<file path="config.mk">
export PLATFORM = sky130hd
export DESIGN_NAME = seg_scan_ctrl
export DESIGN_NICKNAME = d
export VERILOG_FILES = /design/src/rtl/seg_scan_pkg.sv /design/src/rtl/seg_scan_ctrl.sv
export SDC_FILE = /design/constraint.sdc
export NUM_CORES = 1
export LEC_CHECK = 0
export CORE_MARGIN = 8
export CORE_UTILIZATION = 45
export CTS_CLUSTER_SIZE = 10
export DETAILED_ROUTE_END_ITERATION = 7
export HOLD_SLACK_MARGIN = 0.06
export PLACE_DENSITY = 0.62
export SLEW_MARGIN = 10
export SYNTH_ARGS = -nofsm -noshare
export SYNTH_HDL_FRONTEND = slang
export SYNTH_SLANG_ARGS = --single-unit
</file>
<file path="constraint.sdc">
create_clock -name clk -period 4.78 [get_ports clk]
set_input_delay 0.717 -clock clk [delete_from_list [all_inputs] [get_ports clk]]
set_output_delay 0.717 -clock clk [all_outputs]
set_load 0.02 [all_outputs]
</file>
<file path="src/rtl/seg_scan_pkg.sv">
// ----------------------------------------------------------------------------
// seg_scan_pkg
//   Shared types and helpers for the multiplexed 7-segment scan controller.
//   - scan_state_t : scan FSM states (blank gap / digit shown)
//   - BLANK_CODE   : decoder input code that turns every segment off
//   - hex_to_code  : hex nibble -> 6-bit decoder input code
// ----------------------------------------------------------------------------
package seg_scan_pkg;

    typedef enum logic {
        S_BLANK = 1'b0,
        S_SHOW  = 1'b1
    } scan_state_t;

    localparam logic [5:0] BLANK_CODE = 6'b111111;

    // 0..9 pass through as {00, v}; A..F become {01, v-10}.
    function automatic logic [5:0] hex_to_code(input logic [3:0] v);
        if (v < 4'd10) return {2'b00, v};
        else           return {2'b01, v - 4'd10};
    endfunction

endpackage

</file>
<file path="src/rtl/seg_scan_ctrl.sv">
// ----------------------------------------------------------------------------
// seg_scan_ctrl
//   Time-multiplexes one shared 7-segment decoder across N_DIGITS digits.
//   Each digit is driven for DWELL cycles, separated by BLANK_CYC cycles with
//   every digit off. New frames arrive via a valid/ready handshake into a
//   pending buffer and are copied to the displayed frame only at a frame
//   boundary (blank gap exiting into digit 0), so a frame never tears.
//
//   Ports:
//     clk, rst     : clock, asynchronous active-high reset
//     enable       : scanning enabled; low forces a blank restart
//     load_valid   : new frame offered on load_digits
//     load_ready   : pending buffer empty, a frame can be accepted
//     load_digits  : 4 bits per digit, digit 0 in bits [3:0] (rightmost)
//     bcd_code     : code to the shared decoder input
//     dig_en_n     : active-low digit enables (one low, or all high)
//     frame_done   : one-cycle pulse after each frame boundary
//
//   Build option:
//     SEG_LEADING_ZERO_BLANK_EN - when defined, leading zero digits (from the
//     top digit downward, never digit 0) are shown blank; slot timing is kept.
// ----------------------------------------------------------------------------
module seg_scan_ctrl
    import seg_scan_pkg::*;
#(
    parameter int N_DIGITS  = 4,
    parameter int DWELL     = 50000,
    parameter int BLANK_CYC = 500
) (
    input  logic                  clk,
    input  logic                  rst,
    input  logic                  enable,
    input  logic                  load_valid,
    output logic                  load_ready,
    input  logic [4*N_DIGITS-1:0] load_digits,
    output logic [5:0]            bcd_code,
    output logic [N_DIGITS-1:0]   dig_en_n,
    output logic                  frame_done
);

    localparam int CNT_MAX = (DWELL > BLANK_CYC) ? DWELL : BLANK_CYC;
    localparam int CNT_W   = (CNT_MAX > 1) ? $clog2(CNT_MAX) : 1;
    localparam int IDX_W   = (N_DIGITS > 1) ? $clog2(N_DIGITS) : 1;

    localparam logic [CNT_W-1:0] DWELL_LAST = CNT_W'(DWELL - 1);
    localparam logic [CNT_W-1:0] BLANK_LAST = CNT_W'(BLANK_CYC - 1);
    localparam logic [IDX_W-1:0] IDX_LAST   = IDX_W'(N_DIGITS - 1);

    scan_state_t                 state_q,    state_d;
    logic [IDX_W-1:0]            idx_q,      idx_d;
    logic [CNT_W-1:0]            cnt_q,      cnt_d;
    logic [N_DIGITS-1:0][3:0]    active_q,   active_d;
    logic [N_DIGITS-1:0][3:0]    pending_q,  pending_d;
    logic                        pend_vld_q, pend_vld_d;
    logic [N_DIGITS-1:0]         dig_en_n_q, dig_en_n_d;
    logic [5:0]                  bcd_q,      bcd_d;
    logic                        frame_done_q, frame_done_d;
    logic                        boundary;
    logic [N_DIGITS-1:0]         sup;

    // ------------------------------------------------------------------
    // Scan sequencing and frame buffers
    // ------------------------------------------------------------------
    always_comb begin
        state_d    = state_q;
        idx_d      = idx_q;
        cnt_d      = cnt_q;
        active_d   = active_q;
        pending_d  = pending_q;
        pend_vld_d = pend_vld_q;
        boundary   = 1'b0;

        if (!enable) begin
            // Held in reset-like blank; every idle cycle acts as a boundary
            // for the frame buffer, without a frame_done pulse.
            state_d = S_BLANK;
            idx_d   = '0;
            cnt_d   = '0;
            if (pend_vld_q) begin
                active_d   = pending_q;
                pend_vld_d = 1'b0;
            end
        end else begin
            unique case (state_q)
                S_BLANK: begin
                    if (cnt_q == BLANK_LAST) begin
                        state_d  = S_SHOW;
                        cnt_d    = '0;
                        boundary = (idx_q == '0);
                    end else begin
                        cnt_d = cnt_q + CNT_W'(1);
                    end
                end
                S_SHOW: begin
                    if (cnt_q == DWELL_LAST) begin
                        state_d = S_BLANK;
                        cnt_d   = '0;
                        idx_d   = (idx_q == IDX_LAST) ? '0 : idx_q + IDX_W'(1);
                    end else begin
                        cnt_d = cnt_q + CNT_W'(1);
                    end
                end
                default: state_d = S_BLANK;
            endcase

            if (boundary && pend_vld_q) begin
                active_d   = pending_q;
                pend_vld_d = 1'b0;
            end
        end

        // load_ready is !pend_vld_q, so a transfer never collides with the
        // pending->active copy above; a load on the boundary edge waits a frame.
        if (load_valid && !pend_vld_q) begin
            pending_d  = load_digits;
            pend_vld_d = 1'b1;
        end
    end

    // ------------------------------------------------------------------
    // Leading-zero suppression, evaluated on the frame about to be shown
    // ------------------------------------------------------------------
`ifdef SEG_LEADING_ZERO_BLANK_EN
    always_comb begin
        logic seen_nz;
        seen_nz = 1'b0;
        sup     = '0;
        for (int i = N_DIGITS - 1; i >= 1; i--) begin
            if (active_d[i] != 4'd0) seen_nz = 1'b1;
            sup[i] = !seen_nz;
        end
    end
`else
    assign sup = '0;
`endif

    // ------------------------------------------------------------------
    // Registered outputs follow the next state so they switch on the same
    // edge as the FSM.
    // ------------------------------------------------------------------
    always_comb begin
        dig_en_n_d   = '1;
        bcd_d        = BLANK_CODE;
        frame_done_d = boundary;
        if (state_d == S_SHOW && !sup[idx_d]) begin
            dig_en_n_d[idx_d] = 1'b0;
            bcd_d             = hex_to_code(active_d[idx_d]);
        end
    end

    always_ff @(posedge clk or posedge rst) begin
        if (rst) begin
            state_q      <= S_BLANK;
            idx_q        <= '0;
            cnt_q        <= '0;
            active_q     <= '0;
            pending_q    <= '0;
            pend_vld_q   <= 1'b0;
            dig_en_n_q   <= '1;
            bcd_q        <= BLANK_CODE;
            frame_done_q <= 1'b0;
        end else begin
            state_q      <= state_d;
            idx_q        <= idx_d;
            cnt_q        <= cnt_d;
            active_q     <= active_d;
            pending_q    <= pending_d;
            pend_vld_q   <= pend_vld_d;
            dig_en_n_q   <= dig_en_n_d;
            bcd_q        <= bcd_d;
            frame_done_q <= frame_done_d;
        end
    end

    assign load_ready = !pend_vld_q;
    assign dig_en_n   = dig_en_n_q;
    assign bcd_code   = bcd_q;
    assign frame_done = frame_done_q;

endmodule

</file>
==> summary.txt, run 1 <==
Outcome
  • Status: complete, no violations

Logic synthesis
  • Async set-reset flop share out of synthesis: between 90% and 100%
  • Ranking of synthesized cells by area: dfrtp_1, mux2_2, dfstp_2
  • EDFF count, synth: 0
  • Synthesized instance count: 250
  • Sequential area share after synthesis: 54.5%
  • Syn Std Cell Area: 0.00292 mm²
  • Synth unique cells: between 40 and 50
  • Largest area contributor in the netlist: dfrtp_1
  • Ys flop type: dfrtp_1
  • Synthesized flop and latch total: 63
  • Syn nets: 274
  • Syn Area/Cell: 11.7 µm²
  • Post-synth top area share: 45.5%
  • Yosys warns: 0

Pwr
  • Pleak: ~1.5 nW
  • Sequential power share: between 50% and 60%
  • Final total power: 1.31 mW
  • Worst vdd ir: roughly 0.21 mV
  • Design internal power: 961 µW
  • Comb pwr share: 17.9%
  • Net Switching: ~350 µW
  • Net Sw Frac: 26.7%
  • Pwr dens: 376 mW/mm²
  • Clock network power share: 31.3%

Worst setup path
  • Critical path fanouts, max: 6
  • Critical path class: flop to flop
  • Worst setup SP type: flop
  • Crit. End Element: flop
  • WP data required: ~5 ns
  • RR Endpoint: bcd_code[2]$_DFF_PP1_
  • R2r setup slk: 1.51 ns
  • Reg2reg start: cnt_q[11]$_DFF_PP0_
  • R2R depth: 8
  • Crit path DAT: 3.52 ns

Floorplanning
  • Die area: 0.00931 mm²
  • Initial cell density of the core: approximately 46%
  • Placeable core area: 0.00631 mm²
  • Row count: 29
  • DIE HEIGHT: 96.5 µm
  • Die Width: 96.5 µm
  • IO Pins: 32

STA
  • Fmax: 306 MHz
  • Setup TNS Final: 0 ns
  • Final Max Tran Viols: 0
  • Final Hold Violating Endpoints: 0
  • Clk_skew: 0.00706 ns
  • RSZ-0062 raised after global routing: no
  • Worst-Margin Slew: 1.06 ns
  • Worst hold slack: around 0.46 ns
  • Rel. slew slack: 28.6%
  • Post-route clock period utilization: 68.3%
  • Final setup fails: 0
  • Min Tclk post-route: 3.27 ns

Routing
  • ANT nets after route: 0
  • Via-per-instance ratio: 5.23
  • 1st-iter DRT viols: 56
  • Via count: 1941
  • WL per Instance: 15.0 µm
  • Total wire length: 5570 µm
  • First-pass detailed-route iteration total: 6
  • Residual DRC count: 0

Placed design
  • Post-DP HPWL: 4120 µm
  • PortBufs: 31
  • DP Area: roughly 0.0033 mm²
  • RePlAce Congestion: ~0.84

Global route
  • GRT overflow: 0
  • Initial antenna violation count: 0
  • First-pass GRT wire length: 9310 µm
  • Vias in the first global route: 1919
  • GRT Util Overall: 13.3%
  • Largest net degree at the start of global routing: 35

CTS
  • Clock Latency Late Sink: 0.33 ns
  • CTS sink cnt: 63
  • Htree depth: 3
  • Hold-fix buffers at CTS: 0
  • CTS max path bufs: 2
  • Cts bufs inserted: 9
  • TritonCTS clock tree: built
  • Post-CTS setup buffers: 0
  • Post-CTS Resized: 0
  • Clock-pin slew on the worst setup and hold paths: 0.07 ns
  • CTS root buf: clkbuf_8

Layout
  • Register area: 0.00159 mm²
  • Share of final-layout standard cells stronger than drive strength 1: 22.4%
  • Area Growth Syn to Fin: 19.7%
  • Ant. Diodes: 0
  • Fill count: 587
  • Final Util: 55.3%
  • Footprint of the multi-input gates: about 0.0012 mm²
  • Nets@finish: 313
  • Final instance area: 0.00349 mm²

Worst hold path
  • Hold depth: 1
  • Hold endpoint: cnt_q[0]$_DFF_PP0_
  • Class of the worst hold path: flop to flop
  • Hold_sp: cnt_q[0]$_DFF_PP0_

Job
  • Maximum capacitance violations: 0
-- through the flow --
| stage | instances | setup slack [ns] |
|---|---|---|
| after floorplan | 250 | 1.86 |
| after global placement | 355 | 1.57 |
| after detailed placement | 355 | 1.45 |
| after CTS | 371 | 1.52 |
| after global routing | 371 | 1.31 |
| final | 371 | 1.51 |
-- metal layers --
metal | part of all wire (%) | GRT usage [%] | up-vias
met4 | 2.0 | 6.56 | 0
met1 | 47 | 17.1 | 958
met5 | 0 | 0 | -
met2 | 47 | 20.0 | 29
li1 | - | - | 944
met3 | 3.8 | 3.79 | 10
-- sequential cells by signal, summed over array words and instances, names as in the netlist, 2 cells and up --
signal	cells
pending_q	16
idx_q	2
cnt_q	16
dig_en_n	4
bcd_code	6
active_q	16
-- synth_stat cells (2+ instances only) --
master	number
a21oi_1	3
mux2i_1	14
nor2b_1	2
inv_1	15
nor2_1	28
a22oi_1	2
xor2_1	10
nor4b_1	2
dfstp_2	10
nor3b_1	2
dfrtp_1	53
and3_1	2
nand4_1	4
nor3_1	2
o211a_1	2
nand2_1	17
mux2_2	28
clkbuf_1	2
or3_2	2
nand3_1	10
buf_1	2
ha_1	4
xnor2_1	4
o21ai_0	5
-- placed cells by master (no fill, tap or decap), drive strengths merged, types with 6 or more instances in the layout --
cell	netlist	final
clkbuf	2	13
clkdlybuf4s50	0	31
dfrtp	53	53
dfstp	10	10
inv	15	15
mux2	28	28
mux2i	14	14
nand2	18	18
nand3	10	10
nor2	28	28
o21ai	6	6
xor2	10	10
-- worst max path at each step --
stage | slack [ns] | end | cells past startpoint | startpoint
global placement | 1.57 | bcd_code[2]$_DFF_PP1_ | 9 | enable
detailed placement | 1.45 | bcd_code[2]$_DFF_PP1_ | 9 | enable
finish | 1.51 | bcd_code[2]$_DFF_PP1_ | 8 | cnt_q[11]$_DFF_PP0_
floorplan | 1.86 | bcd_code[2]$_DFF_PP1_ | 8 | cnt_q[11]$_DFF_PP0_
global route | 1.31 | bcd_code[2]$_DFF_PP1_ | 9 | cnt_q[11]$_DFF_PP0_
CTS | 1.52 | bcd_code[2]$_DFF_PP1_ | 8 | cnt_q[11]$_DFF_PP0_
-- cell families (layout without fill, tap and decap cells) --
| group | after synthesis | after routing | share of synthesized area (%) |
|---|---|---|---|
| and+or+nand+nor | 84 | 84 | 15.4 |
| DFF | 63 | 63 | 54.5 |
| muxes | 42 | 42 | 15.6 |
| buffers and inverters | 22 | 66 | 3.00 |
| AOI/OAI and AO/OA | 21 | 21 | 5.53 |
| xor gates and xnor gates | 14 | 14 | 4.20 |
| adders and majority gates | 4 | 4 | 1.72 |
-- layout make-up --
class	count	share of cell area [%]
Tap cell	77	2.76
Clock inverter	3	0.502
Inverter	17	1.86
Sequential cell	63	45.5
Timing Repair Buffer	33	9.32
Multi-Input combinational cell	165	35.5
Clock buffer	13	4.55
-- worst max-delay path, stage by stage, from the launching register on --
cell and delay, ns:
dfrtp_1 0.43, or4_4 0.57, nor4_4 0.49, mux2i_1 0.60, or2b_1 0.30, o211a_1 0.26, inv_1 0.12, ha_1 0.25
a31oi_1 0.16
-- power by group through the flow --
stage                     Combinational (mW)  Clock [mW]  Sequential [mW]
final                                  0.235       0.411            0.666
after global routing                   0.264       0.449            0.678
after CTS                              0.239       0.424            0.667
after detailed placement               0.237           0            0.677
after global placement                 0.231           0            0.673
after floorplan                        0.185           0            0.660
No activity file was read; power rests on OpenSTA's default activity.
==> run 2, diff against run 1 <==
Settings changed: PLACE_DENSITY 0.62 to 0.65.
Clock period 4.78 ns to 2.7 ns, I/O delays scaled along.
==> run 2 against run 1 <==
  * The flow now finishes with violations (setup timing)
  * Core utilization rose by 4.7 points
  * Largest power group unchanged
  * Register-to-register slack lost 1.5 ns
  * Global-route usage rose by 0.65 points
  * Total power up 84%
  * Wire length grew 6.6%
  * Flip-flop and latch count is the same
==> summary.txt, run 2 (synthesis results as in run 1) <==
STA
  • Final Hold Violating Endpoints: 0 (unchanged)
  • Fin worst setup slack: -0.0196 ns (was 1.51 ns)
  • RSZ-0062 raised after global routing: yes (was no)
  • Setup TNS Final: -0.0196 ns (was 0 ns)
  • Worst-Margin Slew: 0.397 ns (was 1.06 ns)
  • Clk_skew: 0.00425 ns (was 0.00706 ns)
  • Post-route clock period utilization: 101% (was 68.3%)
  • Fmax: 368 MHz (was 306 MHz)
  • Final Max Tran Viols: 0 (unchanged)
  • Rel. slew slack: 73.5% (was 28.6%)
  • Min Tclk post-route: 2.72 ns (was 3.27 ns)
  • Final setup fails: 1 (was 0)

Outcome
  • Failing checks: setup timing
  • Status: complete, but fails checks (was complete, no violations)

Routing
  • WL per Instance: 14.8 µm (was 15.0 µm)
  • ANT nets after route: 0 (unchanged)
  • Residual DRC count: 0 (unchanged)
  • Via count: 2059 (was 1941)
  • 1st-iter DRT viols: 87 (was 56)
  • Total wire length: 5940 µm (was 5570 µm)
  • First-pass detailed-route iteration total: 4 (was 6)
  • Via-per-instance ratio: 5.13 (was 5.23)

Layout
  • Area Growth Syn to Fin: 30.0% (was 19.7%)
  • Ant. Diodes: 0 (unchanged)
  • Final instance count without filler cells: 401 (was 371)
  • Highest-count cells in the layout ignoring fill and taps: dfrtp_1, buf_4, clkdlybuf4s50_1, mux2_2, nor2_1 (was dfrtp_1, clkdlybuf4s50_1, mux2_2, nor2_1, nand2_1)
  • Fill count: 550 (was 587)
  • Largest regs: active_q x16, cnt_q x16, pending_q x16 (unchanged)
  • Commonest non-fill, non-tap cell in the layout: dfrtp_1 (unchanged)
  • Nets@finish: 344 (was 313)
  • Share of final-layout standard cells stronger than drive strength 1: 33.6% (was 22.4%)

Worst setup path
  • Slowest-stage cell, CP: or4_4 (was mux2i_1)
  • Crit path DAT: 2.98 ns (was 3.52 ns)
  • Cell Chain, Critical Path: or4_4 -> nor4_4 -> buf_4 -> mux2i_4 -> or2b_1 -> o211a_1 -> inv_2 -> ha_4 -> a31oi_1 (was or4_4 -> nor4_4 -> mux2i_1 -> or2b_1 -> o211a_1 -> inv_1 -> ha_1 -> a31oi_1)
  • Critical path fanouts, max: 3 (was 6)
  • Crit path max-delay family: simple AND/OR/NAND/NOR gates (unchanged)
  • Worst setup SP type: flop (unchanged)
  • Critical path buffers and inverters: 2 (was 1)
  • Crit. End Element: flop (unchanged)
  • Worst path max stage delay: 0.53 ns (was 0.60 ns)
  • Critical path class: flop to flop (unchanged)
  • WP data required: 2.96 ns (was 5.03 ns)

Placed design
  • DP Cell Count: 381 (was 355)
  • Pre-CTS setup slack: -0.0906 ns (was 1.45 ns)
  • Post-DP HPWL: 4370 µm (was 4120 µm)
  • PortBufs: 31 (unchanged)
  • RePlAce Congestion: 0.820 (was 0.840)

Pwr
  • Pleak: 1.68 nW (was 1.51 nW)
  • Worst vdd ir: 0.418 mV (was 0.209 mV)
  • Comb pwr share: 20.1% (was 17.9%)
  • Net Switching: 646 µW (was 350 µW)
  • Clock network power share: 30.8% (was 31.3%)
  • Net Sw Frac: 26.8% (was 26.7%)
  • Pwr dens: 635 mW/mm² (was 376 mW/mm²)
  • Design internal power: 1.76 mW (was 961 µW)
  • Sequential power share: 49.0% (was 50.8%)

Floorplanning
  • IO Pins: 32 (unchanged)
  • DIE HEIGHT: 96.5 µm (unchanged)
  • Die Width: 96.5 µm (unchanged)
  • Die area: 0.00931 mm² (unchanged)
  • Placeable core area: 0.00631 mm² (unchanged)
  • Row count: 29 (unchanged)
  • Initial cell density of the core: 46.2% (unchanged)

Global route
  • Vias in the first global route: 2118 (was 1919)
  • Initial antenna violation count: 0 (unchanged)
  • GRT Util Overall: 13.9% (was 13.3%)
  • Largest net degree at the start of global routing: 33 (was 35)
  • GRT overflow: 0 (unchanged)
  • First-pass GRT wire length: 9910 µm (was 9310 µm)

CTS
  • Clock Latency Late Sink: 0.33 ns (about the same)
  • CTS max path bufs: 2 (unchanged)
  • Cts bufs inserted: 9 (unchanged)
  • CTS sink cnt: 63 (unchanged)
  • CTS root buf: clkbuf_8 (unchanged)
  • Htree depth: 3 (unchanged)
  • TritonCTS clock tree: built (unchanged)
  • Clock-pin slew on the worst setup and hold paths: 0.06 ns (was 0.07 ns)

Worst hold path
  • Class of the worst hold path: input pin to async pin (was flop to flop)

Job
  • Maximum capacitance violations: 0 (unchanged)
-- run 2: cell types whose count changed in the layout (fill, tap and decap cells not counted), moves of 2 or more --
| cell | previous run | this run |
|---|---|---|
| a21oi_2 | 0 | 2 |
| o21ai_1 | 1 | 3 |
| mux2i_1 | 14 | 12 |
| a21oi_1 | 3 | 1 |
| o21ai_0 | 5 | 3 |
| inv_1 | 14 | 12 |
| buf_4 | 2 | 33 |
| mux2i_4 | 0 | 2 |
| clkbuf_1 | 2 | 0 |
| inv_2 | 1 | 3 |
-- run 2: worst min-delay path, stage by stage --
cell and delay (ns):
clkdlybuf4s50_1 0.42, inv_2 0.06, buf_4 0.35
-- run 2: final timing paths --
| kind | startpoint | end | slack, ns | cells past startpoint |
|---|---|---|---|---|
| min reg2reg | active_q[1]$_DFF_PP0_ | active_q[1]$_DFF_PP0_ | 0.50 | 1 |
| min in group clk | active_q[1]$_DFF_PP0_ | active_q[1]$_DFF_PP0_ | 0.50 | 1 |
| max reg2reg | cnt_q[10]$_DFF_PP0_ | bcd_code[2]$_DFF_PP1_ | -0.02 | 9 |
| max | cnt_q[10]$_DFF_PP0_ | bcd_code[2]$_DFF_PP1_ | -0.02 | 9 |
| max in group asynchronous | rst | bcd_code[1]$_DFF_PP1_ | 1.89 | 3 |
| min | rst | pending_q[4]$_DFFE_PP0P_ | 0.48 | 3 |
-- run 2: per-layer routing --
metal,wire length [µm],vias to the layer above,global-route usage (%)
li1,-,1002,-
met1,2860,1009,18.4
met2,2760,41,20.9
met3,259,7,4.25
met4,59,0,5.30
met5,0,-,0
-- run 2: what timing repair did --
item,4_1_cts,5_1_grt
pin swaps,5,3
endpoints found under the setup margin,3,5
hold buffers,0,0
resized for setup,4,5
buffers inserted,3,2
-- run 2: final cells by class --
cell class | count | area [µm²] | share of cell area [%]
clock buffer | 12 | 165 | 4.36
clock inverter | 3 | 17.5 | 0.462
tap | 77 | 96.3 | 2.54
sequential | 63 | 1590 | 41.9
multi-input combinational | 165 | 1300 | 34.3
inverter | 17 | 65.1 | 1.72
timing repair buffer | 64 | 558 | 14.7
-- run 2: power groups by stage --
| stage | clock (mW) | sequential [mW] | combinational, mW |
|---|---|---|---|
| floorplan | 0 | 1.17 | 0.349 |
| global placement | 0 | 1.19 | 0.455 |
| detailed placement | 0 | 1.20 | 0.471 |
| CTS | 0.770 | 1.18 | 0.488 |
| global route | 0.813 | 1.20 | 0.538 |
| finish | 0.743 | 1.18 | 0.485 |
-- run 2: through the flow --
| step | power [mW] | hold slack [ns] | util (%) | instance area, µm² |
|---|---|---|---|---|
| 2_1_floorplan | 1.52 | 0.433 | - | 2940 |
| 3_3_place_gp | 1.65 | 0.480 | 55.9 | 3530 |
| 3_5_place_dp | 1.67 | 0.488 | 55.9 | 3530 |
| 4_1_cts | 2.44 | 0.482 | 59.4 | 3750 |
| 5_1_grt | 2.55 | 0.514 | 60.0 | 3790 |
| 6_report | 2.41 | 0.480 | 60.0 | 3790 |
==> run 3, diff against run 2 <==
Settings changed: CORE_MARGIN 8 to default.
==> run 3 against run 2 <==
  * The run now ends clean
  * Worst hold slack lost 0.061 ns
  * Combinational power shrank 2%
  * Critical path depth grew 2
  * Flip-flop and latch count is the same
  * Final cell count shrank 3.2%
  * Largest cell class unchanged
  * Clock skew grew 0.0011 ns
  * Global-route usage grew 5.5 points
  * Via count shrank 2.7%
  * Sequential power is essentially flat
  * Design area shrank 0.63%
  * Largest power group unchanged
  * Wire length shrank 5.7%
==> summary.txt, run 3 (synthesis results as in run 1) <==
Outcome
  • Status: complete, no violations (was complete, but fails checks)

STA
  • Final Hold Violating Endpoints: 0 (unchanged)
  • Worst-Margin Slew: 0.725 ns (was 0.397 ns)
  • Fmax: 376 MHz (was 368 MHz)
  • Final setup fails: 0 (was 1)
  • RSZ-0062 raised after global routing: yes (unchanged)
  • Post-route clock period utilization: 98.4% (was 101%)
  • Rel. slew slack: 51.1% (was 73.5%)
  • Min Tclk post-route: 2.66 ns (was 2.72 ns)
  • Setup TNS Final: 0 ns (was -0.0196 ns)
  • Worst hold slack: 0.419 ns (was 0.480 ns)
  • Clk_skew: 0.00531 ns (was 0.00425 ns)
  • Fin worst setup slack: 0.0437 ns (was -0.0196 ns)
  • Final Max Tran Viols: 0 (unchanged)

Worst setup path
  • Critical path fanouts, max: 6 (was 3)
  • Worst setup SP type: flop (unchanged)
  • WP data required: 2.96 ns (about the same)
  • Reg2reg start: cnt_q[0]$_DFF_PP0_ (was cnt_q[10]$_DFF_PP0_)
  • R2r setup slk: 0.04 ns (was -0.02 ns)
  • Critical path class: flop to flop (unchanged)
  • Crit. End Element: flop (unchanged)
  • RR Endpoint: bcd_code[2]$_DFF_PP1_ (unchanged)
  • R2R depth: 11 (was 9)
  • Crit path DAT: 2.92 ns (was 2.98 ns)

Floorplanning
  • Row count: 28 (was 29)
  • Placeable core area: 0.00610 mm² (was 0.00631 mm²)
  • IO Pins: 32 (unchanged)
  • Die area: 0.00681 mm² (was 0.00931 mm²)
  • Initial cell density of the core: 47.8% (was 46.2%)
  • Die Width: 82.5 µm (was 96.5 µm)
  • DIE HEIGHT: 82.5 µm (was 96.5 µm)

CTS
  • Clock-pin slew on the worst setup and hold paths: 0.07 ns (was 0.06 ns)
  • Htree depth: 3 (unchanged)
  • Cts bufs inserted: 9 (unchanged)
  • CTS max path bufs: 2 (unchanged)
  • TritonCTS clock tree: built (unchanged)
  • CTS root buf: clkbuf_8 (unchanged)
  • Clock Latency Late Sink: 0.34 ns (was 0.33 ns)
  • CTS sink cnt: 63 (unchanged)
  • Hold-fix buffers at CTS: 0 (unchanged)

Routing
  • First-pass detailed-route iteration total: 4 (unchanged)
  • Residual DRC count: 0 (unchanged)
  • 1st-iter DRT viols: 104 (was 87)
  • Via count: 2003 (was 2059)
  • Total wire length: 5600 µm (was 5940 µm)
  • Via-per-instance ratio: 5.16 (was 5.13)
  • ANT nets after route: 0 (unchanged)
  • Met3 wire len: 164 µm (was 259 µm)
  • WL met1: 2790 µm (was 2860 µm)
  • Met2 wire length: 2530 µm (was 2760 µm)
  • WL per Instance: 14.4 µm (was 14.8 µm)
  • Top layer in use: met4 (unchanged)

Layout
  • Highest-count cells in the layout ignoring fill and taps: dfrtp_1, clkdlybuf4s50_1, mux2_2, nor2_1 (was dfrtp_1, buf_4, clkdlybuf4s50_1, mux2_2, nor2_1)
  • Largest regs: active_q x16, cnt_q x16, pending_q x16 (unchanged)
  • Final Util: 61.8% (was 60.0%)
  • Ant. Diodes: 0 (unchanged)
  • Footprint of the multi-input gates: 0.00132 mm² (was 0.00130 mm²)
  • Area Growth Syn to Fin: 29.2% (was 30.0%)
  • Final instance area: 0.00377 mm² (was 0.00379 mm²)
  • Final instance count without filler cells: 388 (was 401)
  • Nets@finish: 332 (was 344)
  • Share of final-layout standard cells stronger than drive strength 1: 31.3% (was 33.6%)
  • Fill count: 524 (was 550)
  • Register area: 0.00159 mm² (about the same)
  • Commonest non-fill, non-tap cell in the layout: dfrtp_1 (unchanged)

Pwr
  • Pleak: 1.64 nW (was 1.68 nW)
  • Final total power: 2.52 mW (was 2.41 mW)
  • Worst vdd ir: 0.482 mV (was 0.418 mV)
  • Pwr dens: 669 mW/mm² (was 635 mW/mm²)

Job
  • Maximum capacitance violations: 0 (unchanged)

Placed design
  • Post-DP HPWL: 3940 µm (was 4370 µm)
  • DP Cell Count: 368 (was 381)
  • PortBufs: 31 (unchanged)
  • DP Area: 0.00346 mm² (was 0.00353 mm²)
  • RePlAce Congestion: 0.827 (was 0.820)
  • Pre-CTS setup slack: 0.0263 ns (was -0.0906 ns)

Global route
  • GRT Util Overall: 19.4% (was 13.9%)
  • GRT overflow: 0 (unchanged)
  • First-pass GRT wire length: 9470 µm (was 9910 µm)
  • Vias in the first global route: 1956 (was 2118)
  • Largest net degree at the start of global routing: 42 (was 33)
  • Initial antenna violation count: 0 (unchanged)

Worst hold path
  • Class of the worst hold path: input pin to async pin (unchanged)
run 3: cell types whose count changed in the layout (fill, tap and decap cells not counted), moves of 2 or more:
cell       before  now
clkbuf_8       12    9
buf_6           0    3
clkbuf_1        0    3
buf_4          33   17
bufinv_16       0    2
run 3: power by group:
part / internal, mW / switching, mW
Sequential: 1.10 / 0.0769
Combinational: 0.251 / 0.224
Clock: 0.518 / 0.349
run 3: worst max-delay path: stages (launching register included):
cell and delay, ns:
dfrtp_1 0.38, ha_2 0.20, buf_6 0.10, nand4_1 0.17, nor4_4 0.30, buf_6 0.18, mux2i_4 0.25, or2b_1 0.27
o211a_1 0.28, inv_2 0.12, ha_4 0.21, a31oi_2 0.13
run 3: layout make-up:
class	instances	share of cell area [%]
inverters	17	1.73
clock buffers	12	3.59
flip-flops and latches	63	42.2
repair buffers	52	13.1
clock inverters	4	1.86
well taps	75	2.49
multi-input cells	165	35.1
run 3: worst max path at each step:
stage | from | end | slack [ns]
6_report | cnt_q[0]$_DFF_PP0_ | bcd_code[2]$_DFF_PP1_ | 0.04
5_1_grt | cnt_q[0]$_DFF_PP0_ | bcd_code[2]$_DFF_PP1_ | -0.12
4_1_cts | cnt_q[13]$_DFF_PP0_ | bcd_code[2]$_DFF_PP1_ | 0.007
3_5_place_dp | cnt_q[13]$_DFF_PP0_ | bcd_code[2]$_DFF_PP1_ | 0.03
3_3_place_gp | enable | bcd_code[2]$_DFF_PP1_ | 0.05
2_1_floorplan | cnt_q[13]$_DFF_PP0_ | bcd_code[2]$_DFF_PP1_ | -0.08
run 3: timing repair:
| action | CTS | global route |
|---|---|---|
| endpoints found under the setup margin | 1 | 5 |
| setup buffers | 0 | 4 |
| resized for setup | 3 | 13 |
| pin swaps | 0 | 9 |
| endpoints found under the hold margin | 0 | 0 |
run 3: metal layers:
| layer | track usage, % | vias to the layer above |
|---|---|---|
| li1 | - | 983 |
| met1 | 27.1 | 980 |
| met2 | 28.2 | 30 |
| met3 | 4.62 | 10 |
| met4 | 9.31 | 0 |
| met5 | 0 | - |
